`src/rtl/blockfifo_reader.sv`:
```
// Block FIFO read controller: waits for a full block, streams len words (first word 2 cycles after full), then pulses fifo_clear.
// Output holds while out_valid & !out_ready; BLOCKFIFO_READER_DOUBLE_EN streams each block twice before clearing.
module blockfifo_reader #(
  parameter int len     = 320,
  parameter int wid     = 8,
  parameter int addrWid = 9
) (
  input  logic               clk,
  input  logic               reset,
  input  logic               fifo_ready,
  input  logic [wid-1:0]     fifo_data,
  output logic [addrWid-1:0] read_ptr,
  output logic               fifo_clear,
  output logic               out_valid,
  input  logic               out_ready,
  output logic [wid-1:0]     out_data,
  output logic               out_last,
  output logic               busy
);

  localparam logic [addrWid-1:0] PTR_END  = addrWid'(len);
  localparam logic [addrWid-1:0] PTR_LAST = addrWid'(len - 1);
  localparam logic [addrWid-1:0] PTR_ONE  = addrWid'(1);
  localparam logic               ONE_WORD = (len == 1);

  typedef enum logic [1:0] {IDLE, LOAD, STREAM, CLEAR} state_t;

  state_t             state, state_nxt;
  logic [addrWid-1:0] ptr_nxt;
  logic [wid-1:0]     data_nxt;
  logic               valid_nxt;
  logic               last_nxt;
  logic               accept;

  assign accept = out_valid & out_ready;

`ifdef BLOCKFIFO_READER_DOUBLE_EN
  // read_ptr sits at len when pass 1 ends, so word 0 is replayed from this copy
  logic           pass, pass_nxt;
  logic [wid-1:0] word0, word0_nxt;

  always_ff @(posedge clk) begin
    if (reset) begin
      pass  <= 1'b0;
      word0 <= '0;
    end else begin
      pass  <= pass_nxt;
      word0 <= word0_nxt;
    end
  end
`endif

  always_ff @(posedge clk) begin
    if (reset) begin
      state <= IDLE;
    end else begin
      state <= state_nxt;
    end
  end

  always_ff @(posedge clk) begin
    if (reset) begin
      read_ptr  <= '0;
      out_data  <= '0;
      out_valid <= 1'b0;
      out_last  <= 1'b0;
    end else begin
      read_ptr  <= ptr_nxt;
      out_data  <= data_nxt;
      out_valid <= valid_nxt;
      out_last  <= last_nxt;
    end
  end

  always_comb begin
    state_nxt  = state;
    ptr_nxt    = read_ptr;
    data_nxt   = out_data;
    valid_nxt  = out_valid;
    last_nxt   = out_last;
    fifo_clear = 1'b0;
    busy       = (state != IDLE);
`ifdef BLOCKFIFO_READER_DOUBLE_EN
    pass_nxt   = pass;
    word0_nxt  = word0;
`endif
    case (state)
      IDLE: begin
        ptr_nxt   = '0;
        valid_nxt = 1'b0;
        last_nxt  = 1'b0;
`ifdef BLOCKFIFO_READER_DOUBLE_EN
        pass_nxt  = 1'b0;
`endif
        if (!fifo_ready) begin
          state_nxt = LOAD;
        end
      end
      LOAD: begin
        data_nxt  = fifo_data;
        valid_nxt = 1'b1;
        last_nxt  = ONE_WORD;
        ptr_nxt   = PTR_ONE;
`ifdef BLOCKFIFO_READER_DOUBLE_EN
        word0_nxt = fifo_data;
`endif
        state_nxt = STREAM;
      end
      STREAM: begin
        if (accept) begin
          if (read_ptr != PTR_END) begin
            data_nxt = fifo_data;
            last_nxt = (read_ptr == PTR_LAST);
            ptr_nxt  = read_ptr + PTR_ONE;
          end else begin
`ifdef BLOCKFIFO_READER_DOUBLE_EN
            if (!pass) begin
              pass_nxt = 1'b1;
              data_nxt = word0;
              last_nxt = ONE_WORD;
              ptr_nxt  = PTR_ONE;
            end else begin
              valid_nxt = 1'b0;
              last_nxt  = 1'b0;
              state_nxt = CLEAR;
            end
`else
            valid_nxt = 1'b0;
            last_nxt  = 1'b0;
            state_nxt = CLEAR;
`endif
          end
        end
      end
      CLEAR: begin
        fifo_clear = 1'b1;
        ptr_nxt    = '0;
        state_nxt  = IDLE;
      end
      default: begin
        state_nxt = IDLE;
      end
    endcase
  end

endmodule

```
`config.mk`:
```
export PLATFORM = sky130hd
export DESIGN_NAME = blockfifo_reader
export DESIGN_NICKNAME = d
export VERILOG_FILES = /design/src/rtl/blockfifo_reader.sv
export SDC_FILE = /design/constraint.sdc
export NUM_CORES = 1
export LEC_CHECK = 0
export CAP_MARGIN = 40
export CORE_AREA = 5 5 59 61
export DETAILED_ROUTE_END_ITERATION = 10
export DIE_AREA = 0 0 64 66
export PLACE_DENSITY = 0.79
export SLEW_MARGIN = 40
export SYNTH_ARGS = -nofsm -noshare
export SYNTH_HDL_FRONTEND = slang
export SYNTH_SLANG_ARGS = --single-unit
```
`constraint.sdc`:
```
create_clock -name clk -period 1.5 [get_ports clk]
set_input_delay 0.45 -clock clk [delete_from_list [all_inputs] [get_ports clk]]
set_output_delay 0.45 -clock clk [all_outputs]
set_load 0.02 [all_outputs]
```
; Word level (Yosys, flattened, before mapping)
; Index checks and enable logic that the tools add are counted.
[op_classes]
n_mux = 17
n_eq_ne = 9
n_reduce_logical = 12
bitwise_logic = 1
add_sub_neg = 1
[ops]
columns = cell, n
row1 = 9-bit one-hot mux with 3 select lines, 1
row2 = 9-bit two-way mux, 2
row3 = 8-bit two-way mux, 2
row4 = 8-bit one-hot mux with 2 select lines, 1
row5 = "9-bit by 1-bit adder with 9-bit output, second input constant", 1
row6 = "9-bit equality test, second input constant", 1
row7 = "9-bit inequality test, second input constant", 1
row8 = 3-bit AND reduction, 3
row9 = "2-bit inequality test, second input constant", 4
row10 = 2-bit one-hot mux with 4 select lines, 1
row11 = 2-bit two-way mux, 3
row12 = 2-bit nonzero test, 3
row13 = 1-bit two-way mux, 5
row14 = "2-bit equality test, second input constant", 2
row15 = 2-bit AND reduction, 2
row16 = 2-bit OR reduction, 2
row17 = 1-bit one-hot mux with 3 select lines, 1
row18 = 3-bit nonzero test, 1
row19 = "2-bit by 1-bit equality test with 1-bit output, second input constant", 1
row20 = 2-bit logical NOT, 1
row21 = 1-bit one-hot mux with 2 select lines, 1
row22 = 1-bit AND, 1
[totals]
ff_bits = 21
inputBits = 12
word_cells = 45

; Depth between registers and ports, before layout
; Gate-level depths: netlist of the first run.
[logic_depth]
ltp_word = 4
ltp_mapped = 8
depth_no_buf = 6

; Least setup slack after synthesis of the first run
; OpenSTA, ideal clock, no wires.
[synth_path]
path_type = register -> register
from = register read_ptr[0]
to = register out_data[0]
setup_ps = 72
path_buffers = 1
path_stages_with_launch = 8
setup_slack_ps = -230
arrival_time_ps = 1658
period_less_slack_ps = 1730
path_cell_list = dfxtp_1 > inv_1 > ha_1 > nor4bb_4 > a21o_2 > a21boi_2 > buf_6 > mux2i_1
[synth_via]
elab_chain_len = 3
[synth_rtl]
columns = item, line_no
row1 = from (decl), 12  ; output logic [addrWid-1:0] read_ptr,
row2 = from (signal assigned), 68  ; read_ptr <= ptr_nxt;
row3 = 9-bit inequality test, 111  ; if (read_ptr != PTR_END) begin
row4 = 2-bit inequality test (no source line), --
row5 = 3-bit AND reduction (no source line), --
row6 = to (signal assigned), 69  ; out_data <= data_nxt;
row7 = to (decl), 16  ; output logic [wid-1:0] out_data,
; Every way passes these cells.
; A chain may end at the register's enable or synchronous reset.

; Worst setup path in the final report of the first run
[layout_path]
from = register state[0]
to = output fifo_clear
[layout_via]
elab_chain_len = 2
[layout_rtl]
columns = item, line_no
row1 = from (decl), 28  ; state_t state, state_nxt;
row2 = from (signal assigned), 57  ; state <= state_nxt;
row3 = 2-bit equality test, 87  ; case (state)
row4 = 1-bit two-way mux, 87
row5 = to (decl), 13  ; output logic fifo_clear,
; Every way passes these cells.

==> results.sh, run 1 <==
export IMPL_rsz0062_at_grt="true"
export IMPL_irDropWorstVdd_uv=933.4
export IMPL_grt_overflow=0
export IMPL_drv_slew=0
export IMPL_slew_headroom=0.7385
export IMPL_grt_pass1_wl_um=5575
export IMPL_synth_area_um2=1179
export IMPL_layout_commonest_cell="buf_4"
export IMPL_final_core_util=0.6885
export IMPL_n_antenna_cell=0
export IMPL_layout_nets=222
export IMPL_crit_slowest_cell="dfxtp_2"
export IMPL_violations="negative setup slack"
export IMPL_arrival_ns=1.14
export IMPL_layout_setup_ws_ns=-0.09057
export IMPL_synth_avg_cell_area_um2=8.796
export IMPL_synthesis_instances=134
export IMPL_via_per_inst=5.316
export IMPL_worstMarginPinSlew_ns=0.3906
export IMPL_crit_path_start_kind="register"
export IMPL_async_reset_ff_frac=0
export IMPL_pre_cts_slack_ns=-0.4833
export IMPL_clk_latency_ns=0.31
export IMPL_root_buffer="clkbuf_4"
export IMPL_post_route_min_period_ns=1.591
export IMPL_nFillCells=230
export IMPL_ys_seq_elements=21
export IMPL_crit_type="reg2out"
export IMPL_final_area_um2=2016
export IMPL_grt_max_degree=17
export IMPL_synth_edff_count=0
export IMPL_holdBufCountCts=0
export IMPL_status="finished, violations left"
export IMPL_cpPeakStageDelay_ns=0.35
export IMPL_die_h_um=66
export IMPL_syn_num_nets=154
export IMPL_drive_gt1_frac=0.4428
export IMPL_ys_flop_type="dfxtp_1"
export IMPL_drtIter0Drc=42
export IMPL_worstPathCellList="buf_6, buf_6, ha_4, buf_6"
export IMPL_core_area_um2=2928
export IMPL_first_global_vias=1288
export IMPL_drtAntennaViolNets=0
export IMPL_worstPathMaxFanout=2
export IMPL_endpoint_kind="output pin"
export IMPL_synth_warnings=0
export IMPL_setup_viol=14
export IMPL_start_util=0.4026
export IMPL_routedWlPerCell_um=15.17
export IMPL_seq_area_frac_synth=0.3567
export IMPL_max_freq_mhz=628.7
export IMPL_totalPowerFinal_w=0.002505
export IMPL_clock_sinks=21
export IMPL_timing_hold_violations_final=0
export IMPL_die_w_um=64
export IMPL_gr_usage_all_layers=0.1621
export IMPL_rows=20
export IMPL_htreeDepth=1
export IMPL_wirelength_um=3550
export IMPL_fin_skew_ns=0.001439
export IMPL_antenna_found_initial=0
export IMPL_cts_buffer_depth=2
export IMPL_area_delta_synth_final_pct=71.02
export IMPL_via_count=1244
export IMPL_synthDistinctLibCells=34
export IMPL_cpMostUsedCell="buf_6"
export IMPL_hold_path_class="reg2reg"
export IMPL_placed_area_um2=1789
export IMPL_drc_errors=0
export IMPL_pin_count=33
export IMPL_io_buffers=32
export IMPL_hpwlAfterDp_um=2530
export IMPL_drt_first_pass_iters=4
export IMPL_cts_buffers=3
export IMPL_fp_dieArea_um2=4224
export IMPL_tritoncts="done"
export IMPL_leakage_nw=0.8834
export IMPL_drv_cap=0
export IMPL_clkTransAtPathRegs_ns=0.13
export IMPL_gp_congestion=0.9104
export IMPL_cp_required_ns=1.05
export IMPL_holdWs_ns=0.4689
export IMPL_p_per_area_nw_per_um2=1243
export IMPL_most_common_layout_cells="buf_4, nand2_1, dfxtp_1"
export IMPL_finalCritPeriodShare=1.060
-- cell families after synthesis --
| kind of cell | synth area share |
|---|---|
| AOI/OAI and AO/OA | 0.1486 |
| xor gates and xnor gates | 0.01486 |
| adders and majority gates | 0.08493 |
| buffers and inverters | 0.06051 |
| DFF | 0.3567 |
| muxes | 0.08493 |
| and+or+nand+nor | 0.2495 |
-- synthesized netlist by cell type (2+ instances only) --
library cell,count,share of area
o41ai_1,3,0.022
inv_1,8,0.025
or3_1,2,0.011
a21oi_1,3,0.013
a31oi_1,2,0.011
mux2i_1,10,0.085
ha_1,8,0.085
buf_6,2,0.019
clkbuf_1,3,0.0096
nor2_1,6,0.019
o21ai_0,6,0.025
o211ai_1,2,0.013
nand2_1,26,0.083
dfxtp_1,21,0.36
nand2b_1,2,0.011
nand3_1,5,0.021
a32o_1,3,0.025
nor3_1,5,0.021
nor3b_1,2,0.013
-- metrics by stage --
step,TNS [ns],instances
2_1_floorplan,0,134
3_3_place_gp,-6.484,227
3_5_place_dp,-7.801,227
4_1_cts,-0.3722,233
5_1_grt,-1.581,234
6_report,-0.4611,234
-- sequential cells by signal, indices dropped and copies added, names as in the netlist --
register	flops
out_last	1
state	2
out_valid	1
out_data	8
read_ptr	9
-- path summary, 6_finish.rpt --
kind | from | slack [ns] | end | cells past startpoint
worst max-delay path | state[0] | -0.09 | fifo_clear | 4
worst min-delay path | out_data[2] | 0.47 | out_data[2] | 2
worst max register to register | read_ptr[0] | -0.05 | read_ptr[7] | 7
worst min register to register | out_data[2] | 0.47 | out_data[2] | 2
-- worst max-delay path, delay by kind of cell (launching register included) --
family	cells	cell delay [ns]
adders and majority gates	1	0.15
buffers and inverters	3	0.33
DFF	1	0.35
-- final cells by class --
class                           instances  area, um2  share of cell area
Timing Repair Buffer                   69      615.6              0.3054
Tap cell                               33      41.29             0.02048
Inverter                                8      32.53             0.01614
Clock buffer                            3      22.52             0.01117
Clock inverter                          1      5.005            0.002483
Multi-Input combinational cell         99      863.3              0.4283
Sequential cell                        21      435.4              0.2160
-- layer usage --
layer | share of wire | wire [um] | GRT usage | up-vias
li1 | - | - | - | 606
met3 | 0.064 | 226 | 0.04422 | 8
met2 | 0.55 | 1945 | 0.3141 | 43
met1 | 0.37 | 1310 | 0.1667 | 587
met4 | 0.019 | 68 | 0.04675 | 0
met5 | 0 | 0 | 0 | -
-- power breakdown --
part | switching [W] | internal (W) | total [W]
combinational | 0.000709 | 0.000743 | 0.00145
sequential | 0.0000707 | 0.000691 | 0.000762
clock | 0.000192 | 0.0000997 | 0.000292
-- what timing repair did --
item | CTS | global route
gates resized for setup | 65 | 39
setup endpoints to repair | 41 | 33
buffers inserted | 2 | 1
pin swaps | 7 | 6
Power figures use the tool's default switching activity.
==> inputs of run 2 (changes only) <==
--- a/config.mk
+++ b/config.mk
@@ -9,6 +9,7 @@
 export CORE_AREA = 5 5 59 61
 export DETAILED_ROUTE_END_ITERATION = 10
 export DIE_AREA = 0 0 64 66
+export GPL_TIMING_DRIVEN = 0
 export PLACE_DENSITY = 0.79
 export SLEW_MARGIN = 40
 export SYNTH_ARGS = -nofsm -noshare
==> results.sh, run 2 (synthesis results as in run 1) <==
export IMPL_status="finished, violations left"
export IMPL_violations="negative setup slack"
export IMPL_gr_usage_all_layers=0.1490
export IMPL_nFillCells=246
export IMPL_root_buffer="clkbuf_4"
export IMPL_tritoncts="done"
export IMPL_largest_reg_flops=9
export IMPL_drive_gt1_frac=0.3944
export IMPL_holdBufCountCts=0
export IMPL_via_count=1147
export IMPL_rows=20
export IMPL_timing_hold_violations_final=0
export IMPL_htreeDepth=1
export IMPL_cts_buffers=3
export IMPL_layout_commonest_cell="nand2_1"
export IMPL_setup_viol=12
export IMPL_die_w_um=64
export IMPL_drtIter0Drc=39
export IMPL_drtAntennaViolNets=0
export IMPL_reg_top3="read_ptr x9, out_data x8, state x2"
export IMPL_most_common_layout_cells="nand2_1, dfxtp_1, mux2i_1, clkdlybuf4s50_1, buf_4"
export IMPL_die_h_um=66
export IMPL_slew_headroom=0.7030
export IMPL_seqCellArea_um2=447.9
export IMPL_core_area_um2=2928
export IMPL_n_antenna_cell=0
export IMPL_routedWlPerCell_um=14.86
export IMPL_cpPeakStageDelay_ns=0.39
export IMPL_wirelength_um=3165
export IMPL_clk_latency_ns=0.31
export IMPL_post_route_min_period_ns=1.550
export IMPL_worstMarginPinSlew_ns=0.4456
export IMPL_max_freq_mhz=645.0
export IMPL_irDropWorstVdd_uv=870.7
export IMPL_grt_pass1_wl_um=5244
export IMPL_cp_required_ns=1.75
export IMPL_multiInputGateArea_um2=824.5
export IMPL_clkTransAtPathRegs_ns=0.13
export IMPL_arrival_ns=1.80
export IMPL_first_global_vias=1186
export IMPL_start_util=0.4026
export IMPL_hpwlAfterDp_um=2176
export IMPL_area_delta_synth_final_pct=54.67
export IMPL_gp_congestion=0.8280
export IMPL_io_buffers=32
export IMPL_drv_slew=0
export IMPL_drt_first_pass_iters=4
export IMPL_drv_cap=0
export IMPL_grt_max_degree=14
export IMPL_layout_nets=201
export IMPL_worstPathCellList="inv_2, ha_4, nor4bb_4, a21o_2, a21boi_2, buf_6, mux2i_1"
export IMPL_rsz0062_at_grt="true"
export IMPL_fp_dieArea_um2=4224
export IMPL_leakage_nw=0.7185
export IMPL_p_per_area_nw_per_um2=1283
export IMPL_endpoint_kind="register"
export IMPL_antenna_found_initial=0
export IMPL_clock_sinks=21
export IMPL_worstPathMaxFanout=8
export IMPL_layout_setup_ws_ns=-0.05040
export IMPL_tns_ns=-0.3261
export IMPL_hold_path_class="reg2reg"
export IMPL_fin_skew_ns=0.003478
export IMPL_holdWs_ns=0.4707
export IMPL_drc_errors=0
export IMPL_crit_path_start_kind="register"
export IMPL_finalCritPeriodShare=1.034
export IMPL_cts_buffer_depth=2
export IMPL_crit_slowest_cell="dfxtp_4"
export IMPL_pin_count=33
export IMPL_crit_type="reg2reg"
export IMPL_regMostFlops="read_ptr"
export IMPL_grt_overflow=0
export IMPL_via_per_inst=5.385
run 2: final cells by class:
class / instances / share of cell area
plain buffers: 5 / 0.02334
clock buffers: 3 / 0.01235
clock inverters: 1 / 0.004118
inverters: 8 / 0.01922
multi-input cells: 99 / 0.4523
flip-flops and latches: 21 / 0.2457
well taps: 33 / 0.02265
repair buffers: 43 / 0.2203
run 2: worst max-delay path, delay by kind of cell (launching register included):
kind            cells  cell delay [ns]
flops               1             0.39
buf+inv             2             0.22
mux                 1             0.20
fa+ha+maj           1             0.15
compound gates      2             0.37
simple gates        1             0.16
run 2: worst paths after layout:
path / start / end / slack [ns] / cells past startpoint
worst min register to register: out_data[5] / out_data[5] / 0.47 / 2
worst max register to register: read_ptr[0] / out_data[6] / -0.05 / 7
worst min-delay path: out_data[5] / out_data[5] / 0.47 / 2
worst max-delay path: read_ptr[0] / out_data[6] / -0.05 / 7
run 2: repair_timing:
item | in CTS | in global routing
endpoints found under the setup margin | 42 | 34
gates resized for setup | 74 | 41
pin swaps | 4 | 4
setup buffers | 7 | 4
run 2: layer usage:
layer,up-vias,track usage,part of all wire
li1,567,-,-
met1,542,0.1607,0.41
met2,36,0.2701,0.50
met3,2,0.06633,0.080
met4,0,0.02338,0.0013
met5,-,0,0
run 2: power breakdown:
part	leakage, nW	internal [W]	switching (W)
sequential	0.177	0.000690	0.0000964
combinational	0.527	0.000609	0.000647
clock	0.0139	0.000102	0.000194
total	0.719	0.00140	0.000938
run 2: stage by stage:
stage                     area (um2)  cells  setup WS (ns)  power [W]    util
after floorplan                 1189    134      0.0002084   0.001450       -
after global routing            1823    213        -0.1322   0.002497  0.6227
after CTS                       1687    209        -0.1414   0.002191  0.5761
final                           1823    213       -0.05040   0.002338  0.6227
after detailed placement        1550    199        -0.5136   0.001860  0.5295
after global placement          1550    199        -0.4460   0.001820  0.5295
